### src/rtl/mult_issue_stage_if.sv
// Request/response handshake bundle between a producer/consumer and the
// multiply issue stage.
interface mult_issue_stage_if #(
  parameter int WIDTH = 32,
  parameter int TAGW  = 5
);
  logic             in_valid;
  logic             in_ready;
  logic [WIDTH-1:0] in_dataa;
  logic [WIDTH-1:0] in_datab;
  logic             in_signed;
  logic [1:0]       in_sel;
  logic [TAGW-1:0]  in_tag;

  logic             out_valid;
  logic             out_ready;
  logic [WIDTH-1:0] out_result;
  logic [TAGW-1:0]  out_tag;
  logic             out_ovf;

  // Producer of requests and consumer of results.
  modport master (
    output in_valid, in_dataa, in_datab, in_signed, in_sel, in_tag, out_ready,
    input  in_ready, out_valid, out_result, out_tag, out_ovf
  );

  // The issue stage itself.
  modport slave (
    input  in_valid, in_dataa, in_datab, in_signed, in_sel, in_tag, out_ready,
    output in_ready, out_valid, out_result, out_tag, out_ovf
  );
endinterface

### src/rtl/mult_issue_stage.sv
// Issue/retire controller around a registered signed (W+1)x(W+1) multiplier.
// Operands are extended so one signed multiplier serves both signednesses; a
// shadow pipe tracks in-flight ops, and results land in an in-order FIFO whose
// free space is reserved at issue time, so the multiplier never has to stall.
module mult_issue_stage #(
  parameter int WIDTH    = 32,
  parameter int TAGW     = 5,
  parameter int MULT_LAT = 1
) (
  input  logic                 clock,
  input  logic                 reset,
  mult_issue_stage_if.slave    bus,
  output logic [WIDTH:0]       mult_dataa,
  output logic [WIDTH:0]       mult_datab,
  output logic                 mult_clken,
  output logic                 mult_aclr,
  input  logic [2*WIDTH+1:0]   mult_result
);

  localparam int DEPTH = MULT_LAT + 2;
  localparam int PW    = $clog2(DEPTH);
  localparam int CW    = $clog2(2*DEPTH + 1);
  localparam int ENTW  = WIDTH + TAGW + 1;
  localparam int LAST  = MULT_LAT - 1;

  logic                in_fire;
  logic [MULT_LAT-1:0] sh_valid;
  logic [MULT_LAT-1:0] sh_signed;
  logic [TAGW-1:0]     sh_tag [MULT_LAT];
  logic [1:0]          sh_sel [MULT_LAT];
  logic [CW-1:0]       inflight;

  logic [2*WIDTH-1:0]  prod;
  logic [WIDTH-1:0]    prod_lo;
  logic [WIDTH-1:0]    prod_hi;
  logic [WIDTH-1:0]    sel_result;
  logic                sel_ovf;

  logic [ENTW-1:0]     fifo_mem [DEPTH];
  logic [PW-1:0]       wr_ptr;
  logic [PW-1:0]       rd_ptr;
  logic [CW-1:0]       fifo_count;
  logic [ENTW-1:0]     head;
  logic                push;
  logic                pop;

  // The top two product bits carry no information for W-bit results.
  logic                unused_prod_ext;
  assign unused_prod_ext = ^mult_result[2*WIDTH+1:2*WIDTH];

  assign in_fire    = bus.in_valid & bus.in_ready;
  assign mult_dataa = {bus.in_signed & bus.in_dataa[WIDTH-1], bus.in_dataa};
  assign mult_datab = {bus.in_signed & bus.in_datab[WIDTH-1], bus.in_datab};
  assign mult_clken = in_fire | (|sh_valid);
  assign mult_aclr  = reset;

  // Count ops still inside the multiplier; each already owns a FIFO slot.
  always_comb begin
    inflight = '0;
    for (int i = 0; i < MULT_LAT; i++) begin
      inflight = inflight + CW'(sh_valid[i]);
    end
  end

  // Credit check uses registered state only, so out_ready never reaches in_ready.
  assign bus.in_ready = ~reset & ((fifo_count + inflight) < CW'(DEPTH));

  // Shadow valid bits move in lockstep with the multiplier's clock enable.
  always_ff @(posedge clock) begin
    if (reset) begin
      sh_valid <= '0;
    end else if (mult_clken) begin
      sh_valid[0] <= in_fire;
      for (int i = 1; i < MULT_LAT; i++) begin
        sh_valid[i] <= sh_valid[i-1];
      end
    end
  end

  // Shadow payload follows the valid bits; bubbles carry don't-care fields.
  always_ff @(posedge clock) begin
    if (mult_clken) begin
      sh_tag[0]    <= bus.in_tag;
      sh_sel[0]    <= bus.in_sel;
      sh_signed[0] <= bus.in_signed;
      for (int i = 1; i < MULT_LAT; i++) begin
        sh_tag[i]    <= sh_tag[i-1];
        sh_sel[i]    <= sh_sel[i-1];
        sh_signed[i] <= sh_signed[i-1];
      end
    end
  end

  assign prod    = mult_result[2*WIDTH-1:0];
  assign prod_lo = prod[WIDTH-1:0];
  assign prod_hi = prod[2*WIDTH-1:WIDTH];

  // Pick LO/HI/saturated-LO for the op leaving the multiplier this cycle.
  always_comb begin
    sel_result = prod_lo;
    sel_ovf    = 1'b0;
    case (sh_sel[LAST])
      2'd1: sel_result = prod_hi;
      2'd2: begin
        if (sh_signed[LAST]) begin
          // Signed fit in W bits means the top W+1 product bits all agree.
          if (!((&prod[2*WIDTH-1:WIDTH-1]) | ~(|prod[2*WIDTH-1:WIDTH-1]))) begin
            sel_ovf    = 1'b1;
            sel_result = prod[2*WIDTH-1] ? {1'b1, {(WIDTH-1){1'b0}}}
                                         : {1'b0, {(WIDTH-1){1'b1}}};
          end
        end else if (|prod_hi) begin
          sel_ovf    = 1'b1;
          sel_result = '1;
        end
      end
      default: sel_result = prod_lo;
    endcase
  end

  assign push = sh_valid[LAST] & mult_clken;
  assign pop  = bus.out_valid & bus.out_ready;

  // FIFO pointers and occupancy; reset discards everything buffered.
  always_ff @(posedge clock) begin
    if (reset) begin
      wr_ptr     <= '0;
      rd_ptr     <= '0;
      fifo_count <= '0;
    end else begin
      if (push) begin
        wr_ptr <= (wr_ptr == PW'(DEPTH-1)) ? '0 : wr_ptr + PW'(1);
      end
      if (pop) begin
        rd_ptr <= (rd_ptr == PW'(DEPTH-1)) ? '0 : rd_ptr + PW'(1);
      end
      case ({push, pop})
        2'b10:   fifo_count <= fifo_count + CW'(1);
        2'b01:   fifo_count <= fifo_count - CW'(1);
        default: fifo_count <= fifo_count;
      endcase
    end
  end

  // FIFO storage: {ovf, tag, result}.
  always_ff @(posedge clock) begin
    if (push) begin
      fifo_mem[wr_ptr] <= {sel_ovf, sh_tag[LAST], sel_result};
    end
  end

  assign head           = fifo_mem[rd_ptr];
  assign bus.out_valid  = ~reset & (fifo_count != '0);
  assign bus.out_result = bus.out_valid ? head[WIDTH-1:0]           : '0;
  assign bus.out_tag    = bus.out_valid ? head[WIDTH+TAGW-1:WIDTH]  : '0;
  assign bus.out_ovf    = bus.out_valid ? head[ENTW-1]              : 1'b0;

endmodule

### src/flat_wrapper.sv
// flat-port wrapper written by rule: the top's interface ports become plain ports
module mult_issue_stage_flat 
#(
  parameter int WIDTH    = 32,
  parameter int TAGW     = 5,
  parameter int MULT_LAT = 1
)
  (clock, reset, mult_dataa, mult_datab, mult_clken, mult_aclr, mult_result, bus_in_valid, bus_in_dataa, bus_in_datab, bus_in_signed, bus_in_sel, bus_in_tag, bus_out_ready, bus_in_ready, bus_out_valid, bus_out_result, bus_out_tag, bus_out_ovf);
  mult_issue_stage_if #(.WIDTH(WIDTH), .TAGW(TAGW)) bus_i ();
  input  logic clock;
  input  logic reset;
  output logic [WIDTH:0] mult_dataa;
  output logic [WIDTH:0] mult_datab;
  output logic mult_clken;
  output logic mult_aclr;
  input  logic [2*WIDTH+1:0] mult_result;
  input wire logic [$bits(bus_i.in_valid)-1:0] bus_in_valid;
  input wire logic [$bits(bus_i.in_dataa)-1:0] bus_in_dataa;
  input wire logic [$bits(bus_i.in_datab)-1:0] bus_in_datab;
  input wire logic [$bits(bus_i.in_signed)-1:0] bus_in_signed;
  input wire logic [$bits(bus_i.in_sel)-1:0] bus_in_sel;
  input wire logic [$bits(bus_i.in_tag)-1:0] bus_in_tag;
  input wire logic [$bits(bus_i.out_ready)-1:0] bus_out_ready;
  output wire logic [$bits(bus_i.in_ready)-1:0] bus_in_ready;
  output wire logic [$bits(bus_i.out_valid)-1:0] bus_out_valid;
  output wire logic [$bits(bus_i.out_result)-1:0] bus_out_result;
  output wire logic [$bits(bus_i.out_tag)-1:0] bus_out_tag;
  output wire logic [$bits(bus_i.out_ovf)-1:0] bus_out_ovf;
  assign bus_i.in_valid = bus_in_valid;
  assign bus_i.in_dataa = bus_in_dataa;
  assign bus_i.in_datab = bus_in_datab;
  assign bus_i.in_signed = bus_in_signed;
  assign bus_i.in_sel = bus_in_sel;
  assign bus_i.in_tag = bus_in_tag;
  assign bus_i.out_ready = bus_out_ready;
  assign bus_in_ready = bus_i.in_ready;
  assign bus_out_valid = bus_i.out_valid;
  assign bus_out_result = bus_i.out_result;
  assign bus_out_tag = bus_i.out_tag;
  assign bus_out_ovf = bus_i.out_ovf;
  mult_issue_stage #(.WIDTH(WIDTH), .TAGW(TAGW), .MULT_LAT(MULT_LAT)) u_core (.clock(clock), .reset(reset), .bus(bus_i), .mult_dataa(mult_dataa), .mult_datab(mult_datab), .mult_clken(mult_clken), .mult_aclr(mult_aclr), .mult_result(mult_result));
endmodule
### config.mk
export PLATFORM = sky130hd
export DESIGN_NAME = mult_issue_stage_flat
export DESIGN_NICKNAME = d
export VERILOG_FILES = /design/src/rtl/mult_issue_stage_if.sv /design/src/rtl/mult_issue_stage.sv /design/src/flat_wrapper.sv
export SDC_FILE = /design/constraint.sdc
export NUM_CORES = 1
export LEC_CHECK = 0
export CAP_MARGIN = 20
export CORE_MARGIN = 1.5
export CORE_UTILIZATION = 40
export CTS_CLUSTER_DIAMETER = 150
export DETAILED_ROUTE_END_ITERATION = 6
export PLACE_DENSITY = 0.74
export SYNTH_ARGS = -nofsm -noshare
export SYNTH_HDL_FRONTEND = slang
export SYNTH_SLANG_ARGS = --single-unit
### constraint.sdc
create_clock -name clock -period 6.9 [get_ports clock]
set_input_delay 1.38 -clock clock [delete_from_list [all_inputs] [get_ports clock]]
set_output_delay 1.38 -clock clock [all_outputs]
set_load 0.005 [all_outputs]
# After elaboration in Yosys (flattened, before gate mapping)
# Memory sizes are Yosys's and may differ from the RTL's. A register that Yosys moved wholly into a read port is not among the register bits.
# Index checks and enable logic that the tools add are counted.
# W data, S select, Z words.
classes:
  mux: 21
  div: 0
  n_lt_le_gt_ge: 1
  n_shift: 0
  multipliers: 0
  n_addsub: 5
  bitwise_logic: 11
  reduce_logical: 5
  n_eq_ne: 6
op_table:
  columns: ["op", "n"]
  rows:
  - ["$mux W32", 5]
  - ["$pmux W32 S2", 1]
  - ["$reduce_and A33 Y1", 1]
  - ["$reduce_or A33 Y1", 1]
  - ["$reduce_or A32 Y1", 1]
  - ["$mux W1", 9]
  - ["$eq A2 B2 Y1 const B", 4]
  - ["$mux W2", 4]
  - ["$and A1 B1 Y1", 7]
  - ["$pmux W3 S2", 1]
  - ["$mux W5", 1]
  - ["$add A2 B1 Y2 const B", 2]
  - ["$eq A2 B1 Y1 const B", 2]
  - ["$add A3 B1 Y3", 1]
  - ["$add A3 B1 Y3 const B", 1]
  - ["$lt A3 B2 Y1 const B", 1]
  - ["$reduce_bool A3 Y1", 1]
  - ["$sub A3 B1 Y3 const B", 1]
  - ["$not A1 Y1", 2]
  - ["$or A1 B1 Y1", 2]
  - ["$reduce_bool A2 Y1", 1]
totals:
  mem_bits_ro: 0
  regBits: 9
  in_bits: 142
  memories: 3
  output_inout_bits: 108
  latch_bits: 0
  ram_bits: 121
  word_cells: 57
mem_list:
  columns: ["name", "depth", "width", "read_ports", "rd_clocked_by_memory_dff", "wr", "line_no", "source"]
  rows:
  - ["u_core.fifo_mem", 3, 38, 1, 1, 1, "mult_issue_stage.sv:39", "logic [ENTW-1:0] fifo_mem [DEPTH];"]
  - ["u_core.sh_tag", 1, 5, 1, 0, 1, "mult_issue_stage.sv:29", "logic [TAGW-1:0] sh_tag [MULT_LAT];"]
  - ["u_core.sh_sel", 1, 2, 1, 0, 1, "mult_issue_stage.sv:30", "logic [1:0] sh_sel [MULT_LAT];"]

# Longest topological paths before layout
# Gate-level depths: netlist (run 1).
logic_depth:
  ltp_word: 8
  depth_mapped: 11
  depth_no_buf: 11

# Least setup slack after synthesis (run 1)
# No wires, ideal clock.
synth_timing:
  kind: "register to register"
  start: "register u_core.sh_valid"
  end: "memory u_core.fifo_mem[2][0] in the netlist's numbering, enable pin"
  setup_ns: 0.488
  path_stages_with_launch: 3
  t_arrival_ns: 3.270
  slack_ns: 3.142
  synth_period_minus_slack_ns: 3.758
  path_buffers: 0
  required_time_ns: 6.412
  cell_sequence: "dfxtp_1 -> inv_1 -> nor3b_1"
synth_via:
  elab_chain_len: 8
synth_lines:
  columns: ["element", "line_no", "source"]
  rows:
  - ["from (decl)", "mult_issue_stage.sv:27", "logic [MULT_LAT-1:0] sh_valid;"]
  - ["from (signal, indexed assignment)", "mult_issue_stage.sv:75", "sh_valid[i] <= sh_valid[i-1];"]
  - ["$add A3 B1 Y3", "mult_issue_stage.sv:66", "assign bus.in_ready = ~reset & ((fifo_count + inflight) < CW'(DEPTH));"]
  - ["$lt A3 B2 Y1", "mult_issue_stage.sv:66", null]
  - ["$and A1 B1 Y1", "mult_issue_stage.sv:66", null]
  - ["$and A1 B1 Y1", "mult_issue_stage.sv:51", "assign in_fire = bus.in_valid & bus.in_ready;"]
  - ["$or A1 B1 Y1", "mult_issue_stage.sv:54", "assign mult_clken = in_fire | (|sh_valid);"]
  - ["$and A1 B1 Y1 *", "mult_issue_stage.sv:121", "assign push = sh_valid[LAST] & mult_clken;"]
  - ["$mux W1 *", "mult_issue_stage.sv:147", "if (push) begin"]
  - ["$mux W1 (not written as such) *", "mult_issue_stage.sv:148", "fifo_mem[wr_ptr] <= {sel_ovf, sh_tag[LAST], sel_result};"]
  - ["to (decl)", "mult_issue_stage.sv:39", null]
# Mark *: on every way between the ends. The rest lies on a longest branch, timed or not.

# Worst setup path in the final report (run 1)
layout_timing:
  start: "input port reset"
  end: "output port bus_out_result[3]"
layout_via:
  elab_chain_len: 3
layout_lines:
  columns: ["element", "line_no", "source"]
  rows:
  - ["from (decl)", "flat_wrapper.sv:11", "input logic reset;"]
  - ["$not A1 Y1", "mult_issue_stage.sv:153", "assign bus.out_valid = ~reset & (fifo_count != '0);"]
  - ["$and A1 B1 Y1", "mult_issue_stage.sv:153", null]
  - ["$mux W32", "mult_issue_stage.sv:154", "assign bus.out_result = bus.out_valid ? head[WIDTH-1:0] : '0;"]
  - ["to (decl)", "flat_wrapper.sv:26", "output wire logic [$bits(bus_i.out_result)-1:0] bus_out_result;"]
# No other way between the ends.

==> results of run 1 <==
[Yosys cell counts, drive strengths merged (5+ instances only)]
library cell  count
nand2             5
a21oi            74
nor3b            31
nor3              5
nor2            115
a211oi           32
dfxtp            10
nor4              9
clkbuf            8
ha                5
inv               9
edfxtp          122
nand4             8
dlygate4sd1       5
buf              86
mux2i            38
[area by class of cell]
type,instances,area (µm²)
fill,1473,8710
multi-input combinational,346,2420
inverter,9,33.8
sequential,132,3870
antenna,1,2.50
timing repair buffer,133,1330
clock buffer,18,429
tap,225,282
clock inverter,13,160
[per-layer routing]
metal | track usage | vias up
met5 | 0 | -
met4 | 0.0860 | 2
met1 | 0.206 | 2305
li1 | - | 2184
met3 | 0.0576 | 41
met2 | 0.313 | 195
[cells in the final DEF, fill, tap and decap left out, types with 2 or more instances in the layout]
cell and count:
a211oi_1 2, a211oi_2 30, a21oi_1 74, and2_1 3, buf_4 8, bufinv_16 3, clkbuf_16 17, clkdlybuf4s50_1 123
clkinv_2 2, clkinv_4 2, clkinvlp_4 4, dfxtp_1 8, dfxtp_2 2, edfxtp_1 122, ha_1 5, inv_1 9
mux2i_1 38, nand2_1 5, nand4_1 8, nor2_1 114, nor3_1 3, nor3_2 2, nor3b_2 30, nor4_1 9
o22a_1 2, or2_2 2, xor2_1 3
[critical path, stage by stage]
cell,delay [ns]
clkdlybuf4s50_1,0.58
or2_2,0.68
nor2_1,0.30
clkdlybuf4s50_1,0.54
[where the power goes]
| group | switching (µW) | internal, µW | leakage [µW] | total (µW) |
|---|---|---|---|---|
| sequential | 29.3 | 949 | 0.00120 | 978 |
| combinational | 239 | 217 | 0.00131 | 456 |
| clock | 332 | 565 | 0.000276 | 896 |
| total | 600 | 1730 | 0.00278 | 2330 |
[registers in the layout, summed over array words and instances (netlist names), named ones only]
signal / flops
u_core.fifo_mem: 114
u_core.fifo_count: 3
u_core.wr_ptr: 2
u_core.sh_sel: 2
u_core.rd_ptr: 2
u_core.sh_signed: 1
u_core.sh_valid: 1
u_core.sh_tag: 5
[cell families after synthesis]
family / count (synthesis)
xor+xnor: 3
fa+ha+maj: 6
mux: 39
simple gates: 183
compound gates: 115
flops: 132
buf+inv: 108
[how the worst max path moves through the flow]
| stage | depth (start not counted) | start | endpoint | slack, ns |
|---|---|---|---|---|
| finish | 4 | reset | bus_out_result[3] | 2.03 |
| CTS | 4 | reset | bus_out_result[3] | 1.98 |
| global route | 4 | reset | bus_out_result[3] | 1.90 |
| floorplan | 2 | u_core.sh_valid | u_core.fifo_mem[2][0] | 3.14 |
| global placement | 4 | reset | bus_out_result[3] | 2.03 |
| detailed placement | 4 | reset | bus_out_result[3] | 2.00 |
[metrics by stage]
stage / area [µm²] / setup slack (ns) / hold slack [ns] / power, µW
detailed placement: 7890 / 2.00 / 0.479 / 1450
finish: 8520 / 2.03 / 0.496 / 2330
global route: 8520 / 1.90 / 0.501 / 2420
CTS: 8480 / 1.98 / 0.492 / 2340
floorplan: 7010 / 3.14 / 0.440 / 1300
global placement: 7890 / 2.03 / 0.465 / 1430
==> results.json, run 1 <==
{
  "status": "finished clean",
  "syn_area_per_cell_um2": 12.0,
  "wl_met1_mm": 6.54,
  "slew_headroom": 0.457,
  "cts-resized-gates": 0,
  "drv_cap": 0,
  "critPathLaunchType": "input port",
  "place_inst": 843,
  "hold_class": "flip-flop to flip-flop",
  "power_density_mw_per_mm2": 273,
  "wl_per_cell_um": 18.9,
  "port_buffers": 123,
  "cts_made_buffers": 17,
  "worstHoldEndpoint": "u_core.fifo_mem[2][33]",
  "cts.htree.levels": 4,
  "cts.path.max_buffers": 2,
  "ys_types": 40,
  "setup_viol": 0,
  "crit_type": "input port to primary output",
  "drt_iter0_drc": 276,
  "synth.largest_area_cell": "edfxtp_1",
  "min_period_ns": 4.87,
  "synth_top_area_frac": 0.523,
  "core_area_mm2": 0.0172,
  "ys_async_sr_fraction": 0,
  "rr_endpoint": "u_core.fifo_mem[1][22]",
  "die-height_um": 135,
  "critPathMaxFanout": 39,
  "worst_r2r_path_depth": 8,
  "ys_seq_area_frac": 0.551,
  "post-route-util": 0.495,
  "ys_dominant_reg_cell": "edfxtp_1",
  "synthTopCellsByArea": "edfxtp_1 (52%), buf_4 (7.3%), nor2_1 (6.2%)",
  "dp_hpwl_mm": 11.5,
  "die_area_mm2": 0.0183,
  "drt_first_pass_iters": 4,
  "finalNetCount": 787,
  "synth_compound_area_frac": 0.124,
  "synth_area_mm2": 0.00701,
  "finClkSkew_ns": 0.00811,
  "vdd_drop_max_mv": 0.162,
  "top_layer_used": "met5",
  "ys_ff_latch": 132,
  "fp.dieW_um": 135,
  "cts_hold_buf": 0,
  "num_io_pins": 250,
  "instances_no_fill": 877,
  "met3_length_mm": 1.22,
  "synth.net_count": 734,
  "max_slew.worst_pin.slew_ns": 0.811,
  "muxShareOfSynthArea": 0.0559,
  "antenna_found_initial": 2,
  "cts_tree": "done",
  "drt_drc_violations_left": 0,
  "wl_mm": 16.5,
  "grt_overflow": 0,
  "wl_met2_mm": 8.35,
  "synthSimpleGateAreaFrac": 0.147,
  "rows": 48,
  "hold_viol_final": 0,
  "yosys.area_share.xor_xnor": 0.00375,
  "tns_ns": 0,
  "syn_inst": 586,
  "synth_fa_ha_area_frac": 0.0118,
  "vias": 4727,
  "synth_top_family_by_area": "simple AND/OR/NAND/NOR gates",
  "viasPerCell": 5.39,
  "cts_setup_buffers": 0,
  "grt_pass1_vias": 4871,
  "area_growth_pct": 21.6,
  "ctsRootBufferMaster": "clkbuf_16",
  "ff2ff_setup_slack_ns": 3.83,
  "fmax_mhz": 205,
  "drive_gt1_frac": 0.174,
  "gp_congestion": 0.885,
  "rsz0062_at_grt": "false",
  "ant_nets": 0,
  "arrival_ns": 3.49,
  "timing.rr.start": "u_core.sh_sel[0][1]",
  "numClockSinks": 132,
  "start_util": 0.407,
  "min_path_cells": 0,
  "required_ns": 5.52,
  "grt_pass1_wl_mm": 25.2,
  "fin_crit_sh": 0.705,
  "grt_max_degree": 43,
  "clk_pin_slew_ns": 0.06,
  "p_leak_uw": 0.00278,
  "grtUsageTotal": 0.182,
  "cp-end-kind": "primary output",
  "synth-edff-count": 122,
  "worstHoldStart": "u_core.sh_tag[0][1]",
  "yosysWarnings": 0,
  "clk-insertion-delay-late_ns": 0.41,
  "slew_violations": 0
}
No activity file was read; power rests on OpenSTA's default activity.
==> inputs of run 2 (changes only) <==
==> constraint.sdc (replaced) <==
create_clock -name clock -period 4.7 [get_ports clock]
set_input_delay 0.94 -clock clock [delete_from_list [all_inputs] [get_ports clock]]
set_output_delay 0.94 -clock clock [all_outputs]
set_load 0.005 [all_outputs]
==> results.json, run 2 (synthesis gave the netlist of run 1 again) <==
{
  "max_slew.worst_pin.slew_ns": 0.808,
  "finalNetCount": 787,
  "worstHoldStart": "u_core.sh_tag[0][2]",
  "vdd_drop_max_mv": 0.243,
  "totalPowerFinal_uw": 3470,
  "crit_slowest_cell": "or2_2",
  "reg_top3": "u_core.fifo_mem x114, u_core.sh_tag x5, u_core.fifo_count x3",
  "drv_cap": 0,
  "clk-insertion-delay-late_ns": 0.41,
  "antenna_found_initial": 2,
  "cp_common_cell": "clkdlybuf4s50_1",
  "crit_type": "input port to primary output",
  "fp.dieW_um": 135,
  "pre_cts_slack_ns": 0.675,
  "power_density_mw_per_mm2": 406,
  "worst_path_largest_cell_delay_ns": 0.68,
  "rsz0062_at_grt": "false",
  "ctsRootBufferMaster": "clkbuf_16",
  "fin_crit_sh": 0.853,
  "grt_pass1_wl_mm": 24.9,
  "fin_ws_ns": 0.693,
  "drt_iter0_drc": 247,
  "arrival_ns": 3.07,
  "hold_class": "flip-flop to flip-flop",
  "start_util": 0.407,
  "cp-end-kind": "primary output",
  "setup_viol": 0,
  "critPathLaunchType": "input port",
  "grt_overflow": 0,
  "port_buffers": 123,
  "grtUsageTotal": 0.181,
  "finClkSkew_ns": 0.00627,
  "hold_viol_final": 0,
  "fill_cells": 1460,
  "path_cells": "clkdlybuf4s50_1 -> or2_2 -> nor2_1 -> clkdlybuf4s50_1",
  "gp_congestion": 0.884,
  "numClockSinks": 132,
  "timing.rr.start": "u_core.fifo_count[0]",
  "core_area_mm2": 0.0172,
  "dp_hpwl_mm": 11.1,
  "ant_nets": 0,
  "cts_setup_buffers": 0,
  "drt_drc_violations_left": 0,
  "critical_path.startpoint": "reset",
  "rows": 48,
  "clk_pin_slew_ns": 0.06,
  "drt_first_pass_iters": 4,
  "cts_tree": "done",
  "fmax_mhz": 250,
  "viasPerCell": 5.40,
  "final_common_cell": "clkdlybuf4s50_1",
  "area_growth_pct": 21.9,
  "p_leak_uw": 0.00280,
  "vias": 4743,
  "regMostFlops": "u_core.fifo_mem",
  "grt_max_degree": 41,
  "slew_violations": 0,
  "wl_mm": 16.2,
  "min_period_ns": 4.01,
  "die-height_um": 135,
  "die_area_mm2": 0.0183,
  "cts_made_buffers": 17,
  "place_inst": 844,
  "cts_hold_buf": 0,
  "critPathMaxFanout": 39,
  "slew_headroom": 0.462,
  "hold_slack_ns": 0.479,
  "instances_no_fill": 878,
  "num_io_pins": 250,
  "required_ns": 3.76,
  "tns_ns": 0,
  "layout_common_cells": "clkdlybuf4s50_1 (123), edfxtp_1 (122), nor2_1 (114), a21oi_1 (74), mux2i_1 (38)",
  "drive_gt1_frac": 0.176,
  "wl_per_cell_um": 18.4,
  "status": "finished clean",
  "cts.path.max_buffers": 2,
  "largest_reg_flops": 114,
  "grt_pass1_vias": 4831,
  "cts.htree.levels": 4,
  "cts-resized-gates": 0
}
==> run 2: worst paths after layout <==
| kind | slack, ns | endpoint | cells past startpoint |
|---|---|---|---|
| worst max-delay path | 0.69 | bus_out_result[3] | 4 |
| worst min-delay path | 0.48 | u_core.fifo_mem[1][34] | 0 |
| worst max register to register | 1.84 | u_core.fifo_count[2] | 11 |
| worst min register to register | 0.48 | u_core.fifo_mem[1][34] | 0 |
==> run 2: cell type report <==
class | instances | area, µm² | area share
timing repair buffer | 133 | 1310 | 0.154
clock inverter | 15 | 195 | 0.0229
sequential | 132 | 3870 | 0.453
inverter | 9 | 33.8 | 0.00396
antenna | 1 | 2.50 | 0.000293
multi-input combinational | 346 | 2420 | 0.284
clock buffer | 17 | 425 | 0.0498
tap | 225 | 282 | 0.0330
==> run 2: per-stage QoR <==
| stage | instance area (µm²) | utilization |
|---|---|---|
| after CTS | 8520 | 0.494 |
| after global placement | 7900 | 0.458 |
| after floorplan | 7010 | - |
| after detailed placement | 7900 | 0.458 |
| after global routing | 8540 | 0.495 |
| final | 8540 | 0.495 |
==> run 2: report_power, final <==
| group | internal [µW] | total [µW] | switching (µW) |
|---|---|---|---|
| clock | 852 | 1370 | 517 |
| combinational | 315 | 666 | 351 |
| sequential | 1390 | 1430 | 42.3 |
==> run 2: routing by layer <==
metal | track usage | share of wire | vias to the layer above | routed length (µm)
li1 | - | - | 2186 | -
met1 | 0.195 | 0.38 | 2287 | 6170
met2 | 0.318 | 0.51 | 212 | 8210
met3 | 0.0561 | 0.078 | 56 | 1260
met4 | 0.0992 | 0.034 | 2 | 543
met5 | 0 | 0.00080 | - | 13
==> run 2: critical path: cells and delay by family <==
family | cells | cell delay (ns)
buffers and inverters | 2 | 1.13
AND/OR/NAND/NOR | 2 | 0.99
